### src/rtl/e_md_sched.sv
// e_md_sched: E-stage multiply/divide scheduler.
//
// Sits between the D/E pipeline register and the E-stage HI/LO unit. It gates
// the E-stage opcode and operands into the unit and stalls HI/LO-class
// instructions in D while an operation is starting or running. It also keeps a
// shadow countdown of the unit's busy period and raises a sticky error flag if
// that countdown ever disagrees with the unit's busy output.
//
// Optional feature macro: MD_PERF_EN adds the md_stall_cnt / md_issue_cnt
// performance counters.
//
// Parameters:
//   MUL_CYC      busy cycles after issue for mult/multu
//   DIV_CYC      busy cycles after issue for div/divu
// Ports:
//   clk          clock, rising edge
//   reset        synchronous, active-high
//   E_HILO_Op    opcode from D/E (0 none, 1 mult, 2 multu, 3 div, 4 divu,
//                5 mfhi, 6 mflo, 7 mthi, 8 mtlo, 9-15 illegal)
//   E_D1, E_D2   forwarded rs/rt values in E
//   D_is_hilo    D-stage instruction is a HI/LO-class op (1-8)
//   E_flush      E-stage instruction cancelled this cycle
//   HILO_busy    busy flag from the HI/LO unit
//   HILO_Op      gated opcode to the unit
//   HILO_D1/D2   operands to the unit
//   md_stall     stall D/F and insert a bubble into D/E
//   sched_err    sticky protocol / shadow-mismatch flag
//   md_stall_cnt cycles with md_stall=1 (MD_PERF_EN only)
//   md_issue_cnt number of issued mult/div ops (MD_PERF_EN only)
module e_md_sched #(
  parameter int MUL_CYC = 5,
  parameter int DIV_CYC = 10
) (
  input  logic        clk,
  input  logic        reset,
  input  logic [3:0]  E_HILO_Op,
  input  logic [31:0] E_D1,
  input  logic [31:0] E_D2,
  input  logic        D_is_hilo,
  input  logic        E_flush,
  input  logic        HILO_busy,
  output logic [3:0]  HILO_Op,
  output logic [31:0] HILO_D1,
  output logic [31:0] HILO_D2,
  output logic        md_stall,
  output logic        sched_err
`ifdef MD_PERF_EN
  ,
  output logic [31:0] md_stall_cnt,
  output logic [31:0] md_issue_cnt
`endif
);

  typedef enum logic [0:0] {
    IDLE = 1'b0,
    RUN  = 1'b1
  } state_t;

  localparam logic [3:0] MUL_LD = 4'(MUL_CYC);
  localparam logic [3:0] DIV_LD = 4'(DIV_CYC);

  state_t     state, state_nxt;
  logic [3:0] cnt, cnt_nxt;
  logic       run;
  logic       op_md;
  logic       op_ill;
  logic       issue;
  logic       err_set;

  // Countdown load value for an issued op: mult/multu vs div/divu.
  function automatic logic [3:0] busy_len(input logic [3:0] op);
    return (op <= 4'd2) ? MUL_LD : DIV_LD;
  endfunction

  assign HILO_D1 = E_D1;
  assign HILO_D2 = E_D2;

  always_comb begin
    run     = (state == RUN);
    op_md   = (E_HILO_Op != 4'd0) && (E_HILO_Op <= 4'd8);
    op_ill  = (E_HILO_Op >= 4'd9);

    // A legal op reaching E during RUN means the stall failed; keep it out of
    // the unit so the running operation is not corrupted.
    HILO_Op = E_HILO_Op;
    if (reset || E_flush || op_ill || (op_md && run))
      HILO_Op = 4'd0;

    issue    = (HILO_Op != 4'd0) && (HILO_Op <= 4'd4);

    // Purely combinational so an op starting in E blocks D the same cycle.
    md_stall = !reset && D_is_hilo && (issue || run || HILO_busy);

    err_set  = (run != HILO_busy) || (op_ill && !E_flush) || (op_md && run);

    state_nxt = state;
    cnt_nxt   = cnt;
    case (state)
      IDLE: begin
        if (issue) begin
          state_nxt = RUN;
          cnt_nxt   = busy_len(HILO_Op);
        end
      end
      RUN: begin
        // E_flush does not abort: the unit finishes regardless.
        if (cnt == 4'd1) begin
          state_nxt = IDLE;
          cnt_nxt   = 4'd0;
        end else begin
          cnt_nxt = cnt - 4'd1;
        end
      end
      default: begin
        state_nxt = IDLE;
        cnt_nxt   = 4'd0;
      end
    endcase
  end

  always_ff @(posedge clk) begin
    if (reset) begin
      state     <= IDLE;
      cnt       <= 4'd0;
      sched_err <= 1'b0;
    end else begin
      state     <= state_nxt;
      cnt       <= cnt_nxt;
      sched_err <= sched_err | err_set;
    end
  end

`ifdef MD_PERF_EN
  // Free-running counters; wrap naturally at 2^32.
  always_ff @(posedge clk) begin
    if (reset) begin
      md_stall_cnt <= 32'd0;
      md_issue_cnt <= 32'd0;
    end else begin
      if (md_stall) md_stall_cnt <= md_stall_cnt + 32'd1;
      if (issue)    md_issue_cnt <= md_issue_cnt + 32'd1;
    end
  end
`endif

endmodule
### config.mk
export PLATFORM = sky130hd
export DESIGN_NAME = e_md_sched
export DESIGN_NICKNAME = d
export VERILOG_FILES = /design/src/rtl/e_md_sched.sv
export SDC_FILE = /design/constraint.sdc
export NUM_CORES = 1
export LEC_CHECK = 0
export BUFFER_PORTS_ARGS = -buffer_cell sky130_fd_sc_hd__buf_2
export CAP_MARGIN = 20
export CORE_MARGIN = 5
export CORE_UTILIZATION = 32
export CTS_CLUSTER_SIZE = 20
export DETAILED_ROUTE_END_ITERATION = 8
export PLACE_DENSITY_LB_ADDON = 0.3
export SLEW_MARGIN = 25
export SYNTH_ARGS = -nofsm -noshare
export SYNTH_HDL_FRONTEND = slang
export SYNTH_SLANG_ARGS = --single-unit
### constraint.sdc
create_clock -name clk -period 2.8 [get_ports clk]
set_input_delay 0.28 -clock clk [delete_from_list [all_inputs] [get_ports clk]]
set_output_delay 0.28 -clock clk [all_outputs]
set_load 0.03 [all_outputs]
Word level (Yosys, flattened, before mapping)
Cells that the tools add are included.
{"block": "totals", "reg_bits": 6, "inputBits": 73, "output_inout_bits": 70, "wordCells": 38}
{"block": "classes", "n_addsub": 1, "magnitude_cmp": 4, "n_eq_ne": 3, "n_mux": 8, "bitwise_logic": 2, "reduce_logical": 17}
{"cell": "2-to-1 mux 4 bit", "n": 4}
{"cell": "one-hot mux 4 bit (2 select lines)", "n": 1}
{"cell": "nonzero test 4 bit", "n": 2}
{"cell": "logical OR 1 bit", "n": 7}
{"cell": "logical AND 1 bit", "n": 6}
{"cell": "equality test 4 x 1 -> 1 bit, second input constant", "n": 1}
{"cell": ">= comparator 4 bit, second input constant", "n": 1}
{"cell": "less-or-equal comparator 4 x 2 -> 1 bit, second input constant", "n": 1}
{"cell": "less-or-equal comparator 4 x 3 -> 1 bit, second input constant", "n": 1}
{"cell": "less-or-equal comparator 4 bit, second input constant", "n": 1}
{"cell": "subtractor 4 x 1 -> 4 bit, second input constant", "n": 1}
{"cell": "logical NOT 1 bit", "n": 2}
{"cell": "2-to-1 mux 1 bit", "n": 2}
{"cell": "!= test 2 bit, second input constant", "n": 1}
{"cell": "one-hot mux 1 bit (2 select lines)", "n": 1}
{"cell": "!= test 1 bit", "n": 1}
{"cell": "inverter 1 bit", "n": 1}
{"cell": "bitwise OR 1 bit", "n": 1}

Longest topological paths before layout
{"block": "logic_depth", "depth_word": 10, "ltp_mapped": 5, "mapped_depth_nobuf": 5}

Worst setup path before layout
No wires, ideal clock.
{"block": "synth_timing", "path_type": "input -> output", "from": "input port reset", "to": "output port md_stall", "arrival_ps": 1337, "required_time_ps": 2520, "setup_slack_ps": 1183, "cell_stages": 4, "path_buffers": 1, "path_cell_list": "buf_2 -> nor3_2 -> nand3_1 -> a21oi_1"}
{"block": "synth_between", "elab_chain_cells": 9, "elab_cells_between_ends": 12, "cone_classes": "1 x order compare; 1 x mux; 10 x reduce/logical"}
{"element": "start, declared", "line": "35", "rtl": "input logic reset,"}
{"element": "logical OR 1 bit (3 in a row)", "line": "86", "rtl": "if (reset || E_flush || op_ill || (op_md && run))"}
{"element": "2-to-1 mux 4 bit", "line": "86"}
{"element": "less-or-equal comparator 4 x 3 -> 1 bit or nonzero test 4 bit (tied branches)", "line": "89", "rtl": "issue = (HILO_Op != 4'd0) && (HILO_Op <= 4'd4);"}
{"element": "logical AND 1 bit", "line": "89"}
{"element": "logical OR 1 bit (2 in a row)", "line": "92", "rtl": "md_stall = !reset && D_is_hilo && (issue || run || HILO_busy);"}
{"element": "logical AND 1 bit (*)", "line": "92"}
{"element": "end, declared", "line": "45", "rtl": "output logic md_stall,"}
Mark *: on every way between the ends. The rest lies on a longest branch, timed or not.

Worst setup path in the final report
{"block": "layout_timing", "from": "register state (netlist: run)", "to": "output port HILO_Op[2]"}
{"block": "layout_between", "elab_chain_cells": 3}
{"element": "start, declared", "line": "62", "rtl": "state_t state, state_nxt;"}
{"element": "start signal, assigned", "line": "127", "rtl": "state <= state_nxt;"}
{"element": "logical AND 1 bit", "line": "86"}
{"element": "logical OR 1 bit", "line": "86"}
{"element": "2-to-1 mux 4 bit", "line": "86"}
{"element": "end, declared", "line": "42", "rtl": "output logic [3:0] HILO_Op,"}
No other way between the ends.

==> impl_metrics.sql <==
INSERT INTO impl_metrics (metric_group, metric, value, unit) VALUES
('clocking', 'cts_resized', '0', ''),
('finish', 'share_of_cells_above_drive_strength_1', '28.4', '%'),
('floorplan', 'std_cell_rows', '20', ''),
('sta', 'fmax', '527', 'MHz'),
('sta', 'fin_crit', '1900', 'ps'),
('floorplan', 'core_box_area', '2980', 'sq um'),
('sta', 'slew_headroom', '58.8', '%'),
('yosys', 'synth-edff-count', '0', ''),
('power', 'finalPower', '0.251', 'mW'),
('sta', 'rsz0062_at_grt', 'false', ''),
('detailed_routing', 'count_of_antenna_violating_nets_left_after_detailed_routing', '0', ''),
('clocking', 'cts.root.buffer_cell', 'sky130_fd_sc_hd__clkbuf_4', ''),
('yosys', 'syn-cell-area', '963', 'sq um'),
('floorplan', 'die_w', '64.9', 'microns'),
('finish', 'fillers', '337', ''),
('sta', 'setup-tns-final', '0', 'ps'),
('yosys', 'yosysTopAreaCellShare', '49.9', '%'),
('yosys', 'ys_seq_elements', '6', ''),
('finish', 'seqCellArea', '120', 'sq um'),
('global_routing', 'via_count_of_the_first_global_routing_pass', '579', ''),
('sta', 'tightestPinTransition', '611', 'ps'),
('setup_path', 'worst-path-max-fanout', '13', ''),
('yosys', 'yosys_warnings', '0', ''),
('clocking', 'post_cts.repair.setup_buffers', '0', ''),
('sta', 'finalSetupViolCount', '0', ''),
('power', 'largest_voltage_drop_on_the_vdd_net', '0.108', 'mV'),
('yosys', 'synth_most_common_cell', 'sky130_fd_sc_hd__buf_4', ''),
('detailed_routing', 'via_per_inst', '5.58', ''),
('power', 'leak', '0.251', 'nW'),
('finish', 'nets', '151', ''),
('yosys', 'synth_common_cells', 'sky130_fd_sc_hd__buf_4 (64), sky130_fd_sc_hd__dfxtp_1 (6), sky130_fd_sc_hd__inv_1 (5)', ''),
('placement', 'gp_congestion', '0.754', ''),
('yosys', 'sequential_fraction_of_the_synthesis_area', '12.5', '%'),
('status', 'outcome', 'complete, no violations', ''),
('clocking', 'cts.hold.buffers_added', '0', ''),
('flow_run', 'max_cap_violation_count', '0', ''),
('detailed_routing', 'drtPass1Iterations', '4', ''),
('hold_path', 'hold_path.class', 'in2reg', ''),
('clocking', 'cts_made_buffers', '3', ''),
('sta', 'min_period_over_period', '67.8', '%'),
('clocking', 'cts.sink_count', '6', ''),
('global_routing', 'grt_antenna_before_repair', '0', ''),
('placement', 'placed_cells', '104', ''),
('setup_path', 'timing.critical_path.arrival', '1620', 'ps'),
('detailed_routing', 'via_count', '597', ''),
('floorplan', 'initial_utilization', '32.4', '%'),
('yosys', 'syn-instance-count', '124', ''),
('clocking', 'cts.path.max_buffers', '2', ''),
('placement', 'detailedPlacementHpwl', '1350', 'microns'),
('yosys', 'synth_area_per_cell', '7.77', 'sq um'),
('sta', 'final_hold_viol_count', '0', ''),
('clocking', 'h-tree-depth', '1', ''),
('detailed_routing', 'first_iter_violations', '15', ''),
('setup_path', 'worstPathRequired', '2520', 'ps'),
('finish', 'layout-area-overhead-vs-synth', '-38.1', '%'),
('clocking', 'cts_tree', 'yes', ''),
('global_routing', 'grt_max_degree', '14', ''),
('sta', 'fin_skew', '5.64', 'ps'),
('setup_path', 'worstSetupEndpointType', 'output port', ''),
('global_routing', 'gr_ovfl_total', '0', ''),
('finish', 'multiInputGateArea', '324', 'sq um'),
('detailed_routing', 'route.detailed.drc', '0', ''),
('yosys', 'synth_area_leaders', 'sky130_fd_sc_hd__buf_4 (50%), sky130_fd_sc_hd__dfxtp_1 (12%), sky130_fd_sc_hd__ha_1 (2.6%), sky130_fd_sc_hd__a311o_1 (2.1%), sky130_fd_sc_hd__a31oi_1 (1.9%)', ''),
('detailed_routing', 'route.final.wire_length', '1690', 'microns'),
('global_routing', 'global_route_wire_length_before_repair', '2660', 'microns'),
('finish', 'finish.utilization', '20.0', '%'),
('floorplan', 'boundaryPins', '143', ''),
('placement', 'io_buffers', '14', ''),
('power', 'pwr_density_cell', '421', 'nW/um^2'),
('finish', 'num_antenna_cells', '0', ''),
('setup_path', 'timing.critical_path.from_type', 'register', '');
[metrics by stage]
| step | setup slack (ps) | cell area [sq um] | hold WS, ps |
|---|---|---|---|
| after CTS | 905 | 597 | 319 |
| after floorplan | 1180 | 963 | 466 |
| after global placement | 1120 | 574 | 472 |
| after detailed placement | 1070 | 574 | 465 |
| final | 902 | 597 | 322 |
| after global routing | 782 | 597 | 343 |
[layer usage]
| metal | global-route usage (%) | share of wire, % |
|---|---|---|
| met2 | 11.0 | 45 |
| met4 | 8.44 | 6.0 |
| met3 | 5.20 | 13 |
| met1 | 7.72 | 35 |
| met5 | 0 | 0 |
[final timing paths]
path / startpoint / to / slack (ps) / cells after the start
worst max-delay path: run / HILO_Op[2] / 900 / 3
worst min-delay path: reset / cnt[0] / 320 / 2
worst max register to register: cnt[0] / cnt[0] / 1300 / 4
worst min register to register: sched_err / sched_err / 470 / 2
[critical path, cell delays in order (launching register included)]
cell and delay [ps]:
sky130_fd_sc_hd__dfxtp_1 430, sky130_fd_sc_hd__nor4_1 550, sky130_fd_sc_hd__and2_1 200, sky130_fd_sc_hd__buf_2 190
[power by group]
group / leakage, nW / switching, mW / internal (mW)
Clock: 0.0138 / 0.0325 / 0.0486
Combinational: 0.188 / 0.0409 / 0.0290
Sequential: 0.0492 / 0.00748 / 0.0927
Total: 0.251 / 0.0809 / 0.170
[area by class of cell]
class                           instances  area share, %
Clock buffer                            3           3.77
Inverter                                5           3.14
Multi-Input combinational cell         46           54.3
Sequential cell                         6           20.1
Tap cell                               33           6.92
Timing Repair Buffer                   14           11.7
[layout by cell type (no fill, tap or decap), drive strengths merged]
cell type,synthesis,routed
a221oi,1,1
nor2,2,2
a21oi,4,4
mux2i,1,1
a311o,2,2
a31oi,3,3
xor2,1,1
nand4b,1,1
a31o,1,1
nand2,4,4
or3b,1,1
nand2b,1,1
o2111ai,1,1
and2,3,3
o21ai,1,1
or3,1,1
and3,1,1
clkbuf,0,3
o211a,1,1
o31ai,1,1
nor2b,3,3
nor4,1,1
buf,67,14
inv,5,5
nor3,4,4
nand3,1,1
o311ai,1,1
dfxtp,6,6
ha,2,2
o22ai,2,2
a32oi,1,1
[kinds of logic (layout without fill, tap and decap cells)]
kind of cell,count (synthesis),in the layout,share of synthesized area (%)
xor gates and xnor gates,1,1,0.909
buffers and inverters,72,22,53.9
and+or+nand+nor,23,23,13.8
AOI/OAI and AO/OA,19,19,15.3
muxes,1,1,1.04
DFF,6,6,12.5
adders and majority gates,2,2,2.60
[sequential cells by signal, indices dropped and copies added (netlist names)]
signal / count
cnt: 4
run: 1
sched_err: 1
Note: power is estimated with default switching activity, not from simulation.
